`config.mk`:
```
export PLATFORM = sky130hd
export DESIGN_NAME = mem_port_arbiter
export DESIGN_NICKNAME = d
export VERILOG_FILES = /design/src/rtl/mem_arb_pkg.sv /design/src/rtl/mem_arb_timeout_ctr.sv /design/src/rtl/mem_port_arbiter.sv
export SDC_FILE = /design/constraint.sdc
export NUM_CORES = 1
export LEC_CHECK = 0
export CORE_MARGIN = 3
export CORE_UTILIZATION = 32
export DETAILED_ROUTE_END_ITERATION = 8
export GPL_TIMING_DRIVEN = 1
export PLACE_DENSITY = 0.83
export REMOVE_ABC_BUFFERS = 1
export SLEW_MARGIN = 30
export SYNTH_ARGS = -nofsm -noshare
export SYNTH_HDL_FRONTEND = slang
export SYNTH_SLANG_ARGS = --single-unit
```
`constraint.sdc`:
```
create_clock -name clk -period 1.6 [get_ports clk]
set_input_delay 0.24 -clock clk [delete_from_list [all_inputs] [get_ports clk]]
set_output_delay 0.24 -clock clk [all_outputs]
set_load 0.005 [all_outputs]
```
`src/rtl/mem_arb_pkg.sv`:
```
// Shared types and default widths for the unified memory-port arbiter.
package mem_arb_pkg;

  localparam int DEF_ADDR_W = 32;
  localparam int DEF_DATA_W = 32;

  typedef enum logic [1:0] {
    IDLE = 2'd0,
    REQ  = 2'd1,
    WAIT = 2'd2
  } arb_state_e;

  typedef enum logic {
    OWN_IF = 1'b0,
    OWN_LS = 1'b1
  } arb_owner_e;

endpackage

```
`src/rtl/mem_arb_timeout_ctr.sv`:
```
// Loadable up-counter; expire is high while the count sits at LIMIT-1.
module mem_arb_timeout_ctr
  import mem_arb_pkg::*;
#(
  parameter int LIMIT = 64,
  localparam int CW = (LIMIT > 2) ? $clog2(LIMIT) : 1
) (
  input  logic          clk,
  input  logic          rst,
  input  logic          load,
  input  logic          en,
  output logic [CW-1:0] count,
  output logic          expire
);

  logic [CW-1:0] count_q;
  logic [CW-1:0] count_d;

  assign expire = (count_q == CW'(LIMIT - 1));
  assign count  = count_q;

  // Holding at the limit keeps expire asserted if the owner lingers.
  always_comb begin
    count_d = count_q;
    if (load) begin
      count_d = '0;
    end else if (en && !expire) begin
      count_d = count_q + 1'b1;
    end
  end

  always_ff @(posedge clk or negedge rst) begin
    if (!rst) begin
      count_q <= '0;
    end else begin
      count_q <= count_d;
    end
  end

endmodule

```
`src/rtl/mem_port_arbiter.sv`:
```
// Shares one memory port between fetch (IF) and load/store (LS): one outstanding
// transaction, fixed LS priority with an IF anti-starvation streak limit, response timeout.
module mem_port_arbiter
  import mem_arb_pkg::*;
#(
  parameter int ADDR_W         = DEF_ADDR_W,
  parameter int DATA_W         = DEF_DATA_W,
  parameter int MAX_LS_STREAK  = 4,
  parameter int TIMEOUT_CYCLES = 64,
  localparam int STRB_W = DATA_W / 8
) (
  input  logic              clk,
  input  logic              rst,
  input  logic              if_req,
  input  logic [ADDR_W-1:0] if_addr,
  output logic              if_gnt,
  output logic              if_rvalid,
  output logic [DATA_W-1:0] if_rdata,
  output logic              if_err,
  input  logic              ls_req,
  input  logic              ls_we,
  input  logic [ADDR_W-1:0] ls_addr,
  input  logic [DATA_W-1:0] ls_wdata,
  input  logic [STRB_W-1:0] ls_wstrb,
  output logic              ls_gnt,
  output logic              ls_rvalid,
  output logic [DATA_W-1:0] ls_rdata,
  output logic              ls_err,
  output logic              mem_req,
  output logic              mem_we,
  output logic [ADDR_W-1:0] mem_addr,
  output logic [DATA_W-1:0] mem_wdata,
  output logic [STRB_W-1:0] mem_wstrb,
  input  logic              mem_gnt,
  input  logic              mem_rvalid,
  input  logic [DATA_W-1:0] mem_rdata,
  output arb_state_e        dbg_state
);

  // Handshake: a requester holds *_req with stable fields until *_gnt is seen high
  // in the same cycle; mem_req holds stable fields until mem_gnt; every granted
  // transaction ends with exactly one *_rvalid pulse (err=1 on timeout) unless reset.

  localparam int SW = $clog2(MAX_LS_STREAK + 1);
  localparam logic [SW-1:0] STREAK_MAX = SW'(MAX_LS_STREAK);
  localparam int TW = (TIMEOUT_CYCLES > 2) ? $clog2(TIMEOUT_CYCLES) : 1;

  arb_state_e        state_q, state_d;
  arb_owner_e        owner_q, owner_d;
  logic              we_q, we_d;
  logic [ADDR_W-1:0] addr_q, addr_d;
  logic [DATA_W-1:0] wdata_q, wdata_d;
  logic [STRB_W-1:0] wstrb_q, wstrb_d;
  logic [SW-1:0]     streak_q, streak_d;

  logic              if_win;
  logic              if_gnt_c, ls_gnt_c;
  logic              tmr_load, tmr_en, tmr_expire;
  logic [TW-1:0]     tmr_count;
  logic              rsp_valid, rsp_err;
  logic [DATA_W-1:0] rsp_data;

  mem_arb_timeout_ctr #(.LIMIT(TIMEOUT_CYCLES)) u_timeout (
    .clk    (clk),
    .rst    (rst),
    .load   (tmr_load),
    .en     (tmr_en),
    .count  (tmr_count),
    .expire (tmr_expire)
  );

  // IF only beats a pending LS once the LS streak has hit its limit.
  assign if_win = if_req && (!ls_req || (streak_q == STREAK_MAX));

  always_comb begin
    state_d    = state_q;
    owner_d    = owner_q;
    we_d       = we_q;
    addr_d     = addr_q;
    wdata_d    = wdata_q;
    wstrb_d    = wstrb_q;
    streak_d   = streak_q;
    if_gnt_c   = 1'b0;
    ls_gnt_c   = 1'b0;
    tmr_load   = 1'b0;
    tmr_en     = 1'b0;
    rsp_valid  = 1'b0;
    rsp_err    = 1'b0;
    rsp_data   = '0;
    case (state_q)
      IDLE: begin
        if (if_win) begin
          if_gnt_c = 1'b1;
          owner_d  = OWN_IF;
          we_d     = 1'b0;
          addr_d   = if_addr;
          wdata_d  = '0;
          wstrb_d  = '0;
          streak_d = '0;
          tmr_load = 1'b1;
          state_d  = REQ;
        end else if (ls_req) begin
          ls_gnt_c = 1'b1;
          owner_d  = OWN_LS;
          we_d     = ls_we;
          addr_d   = ls_addr;
          wdata_d  = ls_wdata;
          wstrb_d  = ls_wstrb;
          if (!if_req) begin
            streak_d = '0;
          end else if (streak_q != STREAK_MAX) begin
            streak_d = streak_q + 1'b1;
          end
          tmr_load = 1'b1;
          state_d  = REQ;
        end
      end
      REQ: begin
        tmr_en = 1'b1;
        if (tmr_expire) begin
          rsp_valid = 1'b1;
          rsp_err   = 1'b1;
          state_d   = IDLE;
        end else if (mem_gnt) begin
          state_d = WAIT;
        end
      end
      WAIT: begin
        tmr_en = 1'b1;
        if (mem_rvalid) begin
          rsp_valid = 1'b1;
          rsp_data  = mem_rdata;
          state_d   = IDLE;
        end else if (tmr_expire) begin
          rsp_valid = 1'b1;
          rsp_err   = 1'b1;
          state_d   = IDLE;
        end
      end
      default: state_d = IDLE;
    endcase
  end

  always_ff @(posedge clk or negedge rst) begin
    if (!rst) begin
      state_q  <= IDLE;
      owner_q  <= OWN_IF;
      we_q     <= 1'b0;
      addr_q   <= '0;
      wdata_q  <= '0;
      wstrb_q  <= '0;
      streak_q <= '0;
    end else begin
      state_q  <= state_d;
      owner_q  <= owner_d;
      we_q     <= we_d;
      addr_q   <= addr_d;
      wdata_q  <= wdata_d;
      wstrb_q  <= wstrb_d;
      streak_q <= streak_d;
    end
  end

  // Grants are combinational from the inputs, so mask them while reset is held.
  assign if_gnt    = if_gnt_c & rst;
  assign ls_gnt    = ls_gnt_c & rst;

  assign mem_req   = (state_q == REQ) && !tmr_expire;
  assign mem_we    = we_q;
  assign mem_addr  = addr_q;
  assign mem_wdata = wdata_q;
  assign mem_wstrb = wstrb_q;

  assign if_rvalid = rsp_valid && (owner_q == OWN_IF);
  assign if_err    = rsp_err && (owner_q == OWN_IF);
  assign if_rdata  = (owner_q == OWN_IF) ? rsp_data : '0;
  assign ls_rvalid = rsp_valid && (owner_q == OWN_LS);
  assign ls_err    = rsp_err && (owner_q == OWN_LS);
  assign ls_rdata  = (owner_q == OWN_LS) ? rsp_data : '0;

  assign dbg_state = state_q;

endmodule

```
==> results.py, run 1 <==
metrics = {
    "status": {
        "outcome": "finished with violations",
        "violations": "setup timing",
    },
    "synthesis": {
        "synth_cell_type_count": 39,
        "avgSynthCellArea_um2": 10.5,
        "synth-main-ff-cell": "dfrtp_1",
        "synth-async-reset-ratio": 1.00,
        "postSynthCellCount": 380,
        "ys_ff_latch": 81,
        "ys_warn_count": 0,
        "synth_seq_area_share": 0.507,
        "synth_edf_count": 0,
        "synth_area_um2": 4000,
    },
    "setup_path": {
        "crit_required_ns": 1.36,
        "cp_max_fo": 8,
        "path_buf_inv": 5,
        "endpoint_kind": "primary output",
        "rr_worst_depth": 11,
        "critPathTopFamily": "buffers and inverters",
        "r2r_start": "dbg_state[1]",
        "reg2reg_slack_ns": -0.30,
        "cp-start-kind": "register",
        "worstPathCellList": "inv_2, ha_4, buf_6, and3_4, buf_6, buf_16, and2_1, buf_2",
        "critPathKind": "reg -> out",
        "cp_slowest_cell": "dfrtp_1",
        "critPathArrivalTime_ns": 1.74,
        "critPathLaunch": "dbg_state[0]",
        "slowest_delay_ns": 0.36,
        "path_common_cell": "buf_6",
        "r2r-end": "mem_wdata[6]",
    },
    "timing": {
        "fin_skew_ns": 0.00980,
        "slew_violations": 0,
        "slew_headroom": 0.632,
        "finalSetupViolCount": 149,
        "period_minus_slack_ns": 1.98,
        "setup_slack_ns": -0.380,
        "finalCritPeriodShare": 1.24,
        "rsz0062_at_grt": "true",
        "max_freq_mhz": 505,
        "tightest_slew_ns": 0.550,
        "hold_violations": 0,
    },
    "detailed_routing": {
        "first_pass_iters": 4,
        "dr_wl_met2_um": 9730,
        "vias": 4593,
        "drc": 0,
        "vias_per_cell": 5.01,
        "wl_per_cell_um": 20.5,
        "wl_met3_um": 1390,
        "wl_met1_um": 6900,
        "routed_wl_um": 18800,
        "drtAntennaViolNets": 0,
        "drt_iter0_drc": 195,
        "top_layer": "met4",
    },
    "pwr": {
        "ir_drop_mv": 1.06,
        "p_total_w": 0.0147,
        "p_leak_nw": 4.19,
        "p_per_area_nw_per_um2": 1640,
    },
    "placement": {
        "post_dp_cell_area_um2": 7200,
        "dp_hpwl_um": 10700,
        "gp_congestion": 0.794,
        "place_ws_ns": -0.460,
        "io_buffers": 280,
    },
    "worst_hold_path": {
        "hp-start": "mem_addr[13]",
        "hold_depth": 2,
        "min_path_type": "reg -> reg",
        "min_to": "mem_addr[13]",
    },
    "clock_tree": {
        "cts_inserted_buffers": 9,
        "clk_latency_ns": 0.33,
        "clkTransAtPathRegs_ns": 0.07,
        "cts.sinks": 81,
        "htreeDepth": 3,
        "cts_tree": "done",
        "cts_root_buffer": "clkbuf_16",
        "cts_buffer_depth": 2,
    },
    "final_layout": {
        "fillers": 820,
        "nets": 888,
        "n_antenna_cell": 0,
        "drive_above_1_share": 0.397,
        "syn_to_final_growth_pct": 125,
        "fin_area_um2": 8980,
    },
    "floorplanning": {
        "die_x_um": 118,
        "die_area_um2": 13900,
        "die_y_um": 118,
        "rows": 40,
        "start_util": 0.330,
        "ios": 281,
        "core_region_area_um2": 12100,
    },
    "grt": {
        "overflow": 0,
        "grt_max_degree": 82,
        "grt_pass1_wl_um": 27200,
        "track_usage": 0.251,
        "grt_antenna_before_repair": 0,
        "grt_pass1_vias": 4933,
    },
    "run": {
        "timing.max_cap.violations": 0,
    },
}
[cells by family (layout without fill, tap and decap cells)]
group,after synthesis,after routing,share of synthesized area
simple gates,137,137,0.185
compound gates,90,91,0.158
flops,81,81,0.507
mux,32,32,0.0801
buf+inv,32,399,0.0472
fa+ha+maj,6,6,0.0188
xor+xnor,2,2,0.00438
[how the worst max path moves through the flow]
stage	cells after the start	endpoint	slack, ns
after floorplan	6	streak_q[2]	-0.58
after CTS	9	if_rdata[24]	-0.41
after detailed placement	6	if_rdata[13]	-0.46
after global routing	8	ls_rdata[26]	-0.45
after global placement	6	if_rdata[29]	-0.44
final	8	ls_rdata[26]	-0.38
[layout by cell type (no fill, tap or decap), types with 2 or more instances in the layout]
cell type        Yosys  final
clkdlybuf4s50_1      0    206
dfrtp_1             81     81
buf_6                0     57
and2_4               1     37
a22o_1              37     37
buf_4                2     35
nand2_1             43     31
mux2i_1             32     31
o21ai_2              0     31
and2_1              66     30
buf_2                9     30
buf_16               0     16
buf_12               3     16
clkbuf_16            0     14
nor2_1               9      8
o21ai_1             28      8
nand2_2              0      8
nand2_4              1      5
nor3_2               0      4
ha_4                 0      4
buf_8                0      4
inv_2                0      3
o21ai_4              1      3
clkbuf_8             0      3
clkdlybuf4s15_2      0      3
nand3_2              1      2
and4_4               0      2
inv_1                6      2
nand3_1              3      2
a31oi_1              3      2
dlymetal6s2s_1       0      2
[metal layers]
metal / vias to the layer above / track usage
met3: 47 / 0.0836
li1: 2052 / -
met1: 2239 / 0.262
met4: 0 / 0.114
met2: 255 / 0.456
met5: - / 0
[cell type report]
class / count / area (µm²) / share of cell area
clock inverter: 3 / 46.3 / 0.00515
clock buffer: 13 / 270 / 0.0301
timing repair buffer: 377 / 4170 / 0.464
tap: 168 / 210 / 0.0234
inverter: 6 / 25.0 / 0.00279
sequential: 81 / 2030 / 0.226
multi-input combinational: 268 / 2230 / 0.249
[power by group]
group	leakage, nW	internal [W]	total [W]	switching (W)
combinational	3.02	0.00549	0.00887	0.00338
clock	0.152	0.00134	0.00217	0.000826
sequential	1.02	0.00301	0.00366	0.000655
[sequential cells by signal (all words and copies together) (netlist names)]
name / cells
mem_addr: 32
mem_wdata: 32
u_timeout.count: 6
mem_wstrb: 4
streak_q: 3
dbg_state: 2
mem_we: 1
owner_q: 1
[metrics by stage]
stage / setup TNS, ns / utilization / hold slack, ns / cells
after global placement: -34.98 / 0.595 / 0.341 / 837
after floorplan: -38.05 / - / -0.0556 / 354
after global routing: -47.71 / 0.742 / 0.503 / 916
after CTS: -42.26 / 0.698 / 0.489 / 906
final: -37.42 / 0.742 / 0.493 / 916
after detailed placement: -39.24 / 0.595 / 0.351 / 837
[cell usage after synthesis, types with 2 or more instances]
cell type / number / share of area
a21oi_1: 3 / 0.0038
a22o_1: 37 / 0.081
a31oi_1: 3 / 0.0047
and2_1: 66 / 0.10
buf_12: 3 / 0.015
buf_2: 9 / 0.011
buf_4: 2 / 0.0038
clkbuf_1: 11 / 0.010
dfrtp_1: 81 / 0.51
ha_1: 6 / 0.019
inv_1: 6 / 0.0056
mux2i_1: 32 / 0.080
nand2_1: 43 / 0.040
nand3_1: 3 / 0.0038
nor2_1: 9 / 0.0084
nor2b_1: 2 / 0.0031
nor3_1: 4 / 0.0050
o21ai_0: 12 / 0.015
o21ai_1: 28 / 0.035
[worst min-delay path, delay by kind of cell, from the launching register on]
kind / cells / cell delay [ns]
AO/OA/AOI/OAI: 1 / 0.05
flip-flops: 1 / 0.36
AND/OR/NAND/NOR: 1 / 0.06
[timing repair]
item,CTS,global route
endpoints found under the setup margin,144,154
pin swaps,27,22
buffers inserted,27,14
hold buffers,1,0
cloned,25,6
endpoints found under the hold margin,11,0
resized for setup,372,140
Power figures use the tool's default switching activity.
==> inputs of run 2 (changes only) <==
Settings changed: ABC_CLOCK_PERIOD_IN_PS set to 1600.
==> results of run 2 <==
The final DEF is identical to that of run 1; final timing and power are the same.
==> inputs of run 3 (changes only) <==
Settings changed: ABC_CLOCK_PERIOD_IN_PS 1600 to not set, CELL_PAD_IN_SITES_DETAIL_PLACEMENT set to 2, CELL_PAD_IN_SITES_GLOBAL_PLACEMENT set to 2, CORE_UTILIZATION 32 to 17, PLACE_DENSITY 0.83 to 0.81.
==> results.py, run 3 (synthesis gave the netlist of run 1 again) <==
metrics = {
    "clock_tree": {
        "cts_inserted_buffers": 9,
        "cts_root_buffer": "clkbuf_16",
        "cts.sinks": 81,
        "cts_tree": "done",
        "cts_buffer_depth": 2,
        "htreeDepth": 3,
        "clkTransAtPathRegs_ns": 0.07,
        "clk_latency_ns": 0.34,
    },
    "grt": {
        "overflow": 0,
        "grt_pass1_wl_um": 32000,
        "grt_antenna_before_repair": 0,
        "track_usage": 0.162,
        "grt_pass1_vias": 5121,
        "grt_max_degree": 62,
    },
    "detailed_routing": {
        "drtAntennaViolNets": 0,
        "top_layer": "met4",
        "drc": 0,
        "wl_met1_um": 9300,
        "wl_per_cell_um": 22.7,
        "dr_wl_met2_um": 12900,
        "routed_wl_um": 24200,
        "wl_met3_um": 1720,
        "drt_iter0_drc": 96,
        "first_pass_iters": 4,
        "vias_per_cell": 4.29,
        "vias": 4589,
    },
    "setup_path": {
        "cp-start-kind": "register",
        "cp_max_fo": 8,
        "rr_worst_depth": 10,
        "critPathKind": "reg -> out",
        "crit_required_ns": 1.36,
        "reg2reg_slack_ns": -0.24,
        "critPathArrivalTime_ns": 1.83,
        "r2r-end": "u_timeout.count[5]",
        "r2r_start": "dbg_state[0]",
        "endpoint_kind": "primary output",
    },
    "floorplanning": {
        "start_util": 0.175,
        "die_y_um": 159,
        "die_x_um": 159,
        "die_area_um2": 25400,
        "ios": 281,
        "core_region_area_um2": 22800,
        "rows": 55,
    },
    "pwr": {
        "switching_share": 0.341,
        "power_frac_seq": 0.251,
        "p_leak_nw": 4.26,
        "p_per_area_nw_per_um2": 1540,
        "combPwrFrac": 0.598,
        "ir_drop_mv": 0.607,
        "power_frac_clock": 0.151,
        "intPower_w": 0.00974,
        "p_total_w": 0.0148,
        "switching_power_w": 0.00505,
    },
    "final_layout": {
        "nets": 897,
        "syn_to_final_growth_pct": 140,
        "fillers": 2331,
        "utilization": 0.420,
        "fin_area_um2": 9590,
        "layout_common_cells": "clkdlybuf4s50_1 (206), buf_6 (83), dfrtp_1 (79)",
        "final_cells": 1069,
        "layout_commonest_cell": "clkdlybuf4s50_1",
        "drive_above_1_share": 0.467,
        "n_antenna_cell": 0,
    },
    "timing": {
        "slew_violations": 0,
        "finalCritPeriodShare": 1.29,
        "rsz0062_at_grt": "true",
        "finalSetupViolCount": 150,
        "period_minus_slack_ns": 2.07,
        "slew_headroom": 0.451,
        "hold_violations": 0,
        "fin_skew_ns": 0.00692,
        "setup_slack_ns": -0.465,
        "tightest_slew_ns": 0.823,
        "max_freq_mhz": 484,
    },
    "run": {
        "timing.max_cap.violations": 0,
    },
    "status": {
        "outcome": "finished with violations",
        "violations": "setup timing",
    },
    "placement": {
        "dp_hpwl_um": 13400,
        "io_buffers": 280,
        "post_dp_cell_area_um2": 7510,
        "place_inst": 996,
        "gp_congestion": 0.757,
    },
    "worst_hold_path": {
        "min_path_type": "in -> async",
    },
}
==> run 3: changes by cell type in the layout (fill, tap and decap cells not counted), sizes merged <==
cell           before  now
dlygate4sd2         0    1
dlymetal6s2s        2    0
bufinv              1    2
bufbuf              1    0
clkdlybuf4s15       3    0
o21ai              42   41
buf               158  170
inv                 7    6
clkinv              0    2
==> run 3: metal layers <==
metal | vias up | GRT usage
met3 | 21 | 0.0499
li1 | 2075 | -
met2 | 207 | 0.308
met5 | - | 0
met4 | 0 | 0.0342
met1 | 2286 | 0.177
==> run 3: metrics by stage <==
| stage | hold slack [ns] | setup slack (ns) | setup TNS [ns] |
|---|---|---|---|
| global route | 0.444 | -0.544 | -46.20 |
| floorplan | -0.0556 | -0.578 | -38.05 |
| CTS | 0.432 | -0.385 | -26.37 |
| finish | 0.443 | -0.465 | -35.08 |
| detailed placement | 0.233 | -0.484 | -43.38 |
| global placement | 0.238 | -0.452 | -38.00 |
==> run 3: layout make-up <==
type | instances | area [µm²] | area share
Timing Repair Buffer | 387 | 4370 | 0.455
Multi-Input combinational cell | 267 | 2460 | 0.257
Sequential cell | 81 | 2030 | 0.212
Tap cell | 313 | 392 | 0.0409
Clock buffer | 10 | 229 | 0.0239
Clock inverter | 5 | 81.3 | 0.00848
Inverter | 6 | 25.0 | 0.00261
==> run 3: power groups by stage <==
stage          Clock (W)  Combinational (W)  Sequential, W
6_report         0.00224            0.00883        0.00371
5_1_grt          0.00241            0.00943        0.00385
4_1_cts          0.00231            0.00712        0.00360
3_5_place_dp           0            0.00589        0.00358
3_3_place_gp           0            0.00570        0.00354
2_1_floorplan          0            0.00177        0.00361
==> run 3: worst max path at each step <==
stage	start	end	slack, ns	cells after the start
final	dbg_state[0]	if_rdata[18]	-0.47	9
after floorplan	dbg_state[0]	streak_q[2]	-0.58	6
after global placement	ls_req	ls_gnt	-0.45	5
after CTS	dbg_state[0]	if_rdata[1]	-0.38	9
after detailed placement	mem_rvalid	if_rdata[15]	-0.48	6
after global routing	dbg_state[0]	if_rdata[6]	-0.54	9
==> run 3: timing repair <==
item,4_1_cts,5_1_grt
cloned,14,11
pin swaps,51,30
hold buffers,1,0
endpoints found under the setup margin,143,149
setup buffers,28,14
gates resized for setup,467,152
hold endpoints to repair,20,0
==> run 3: worst max-delay path: stages (launching register included) <==
cell and delay (ns):
dfrtp_1 0.39, inv_2 0.09, ha_4 0.17, nand2_4 0.06, nor2_4 0.14, buf_12 0.12, buf_8 0.13, buf_16 0.14
and2_4 0.16, buf_6 0.09
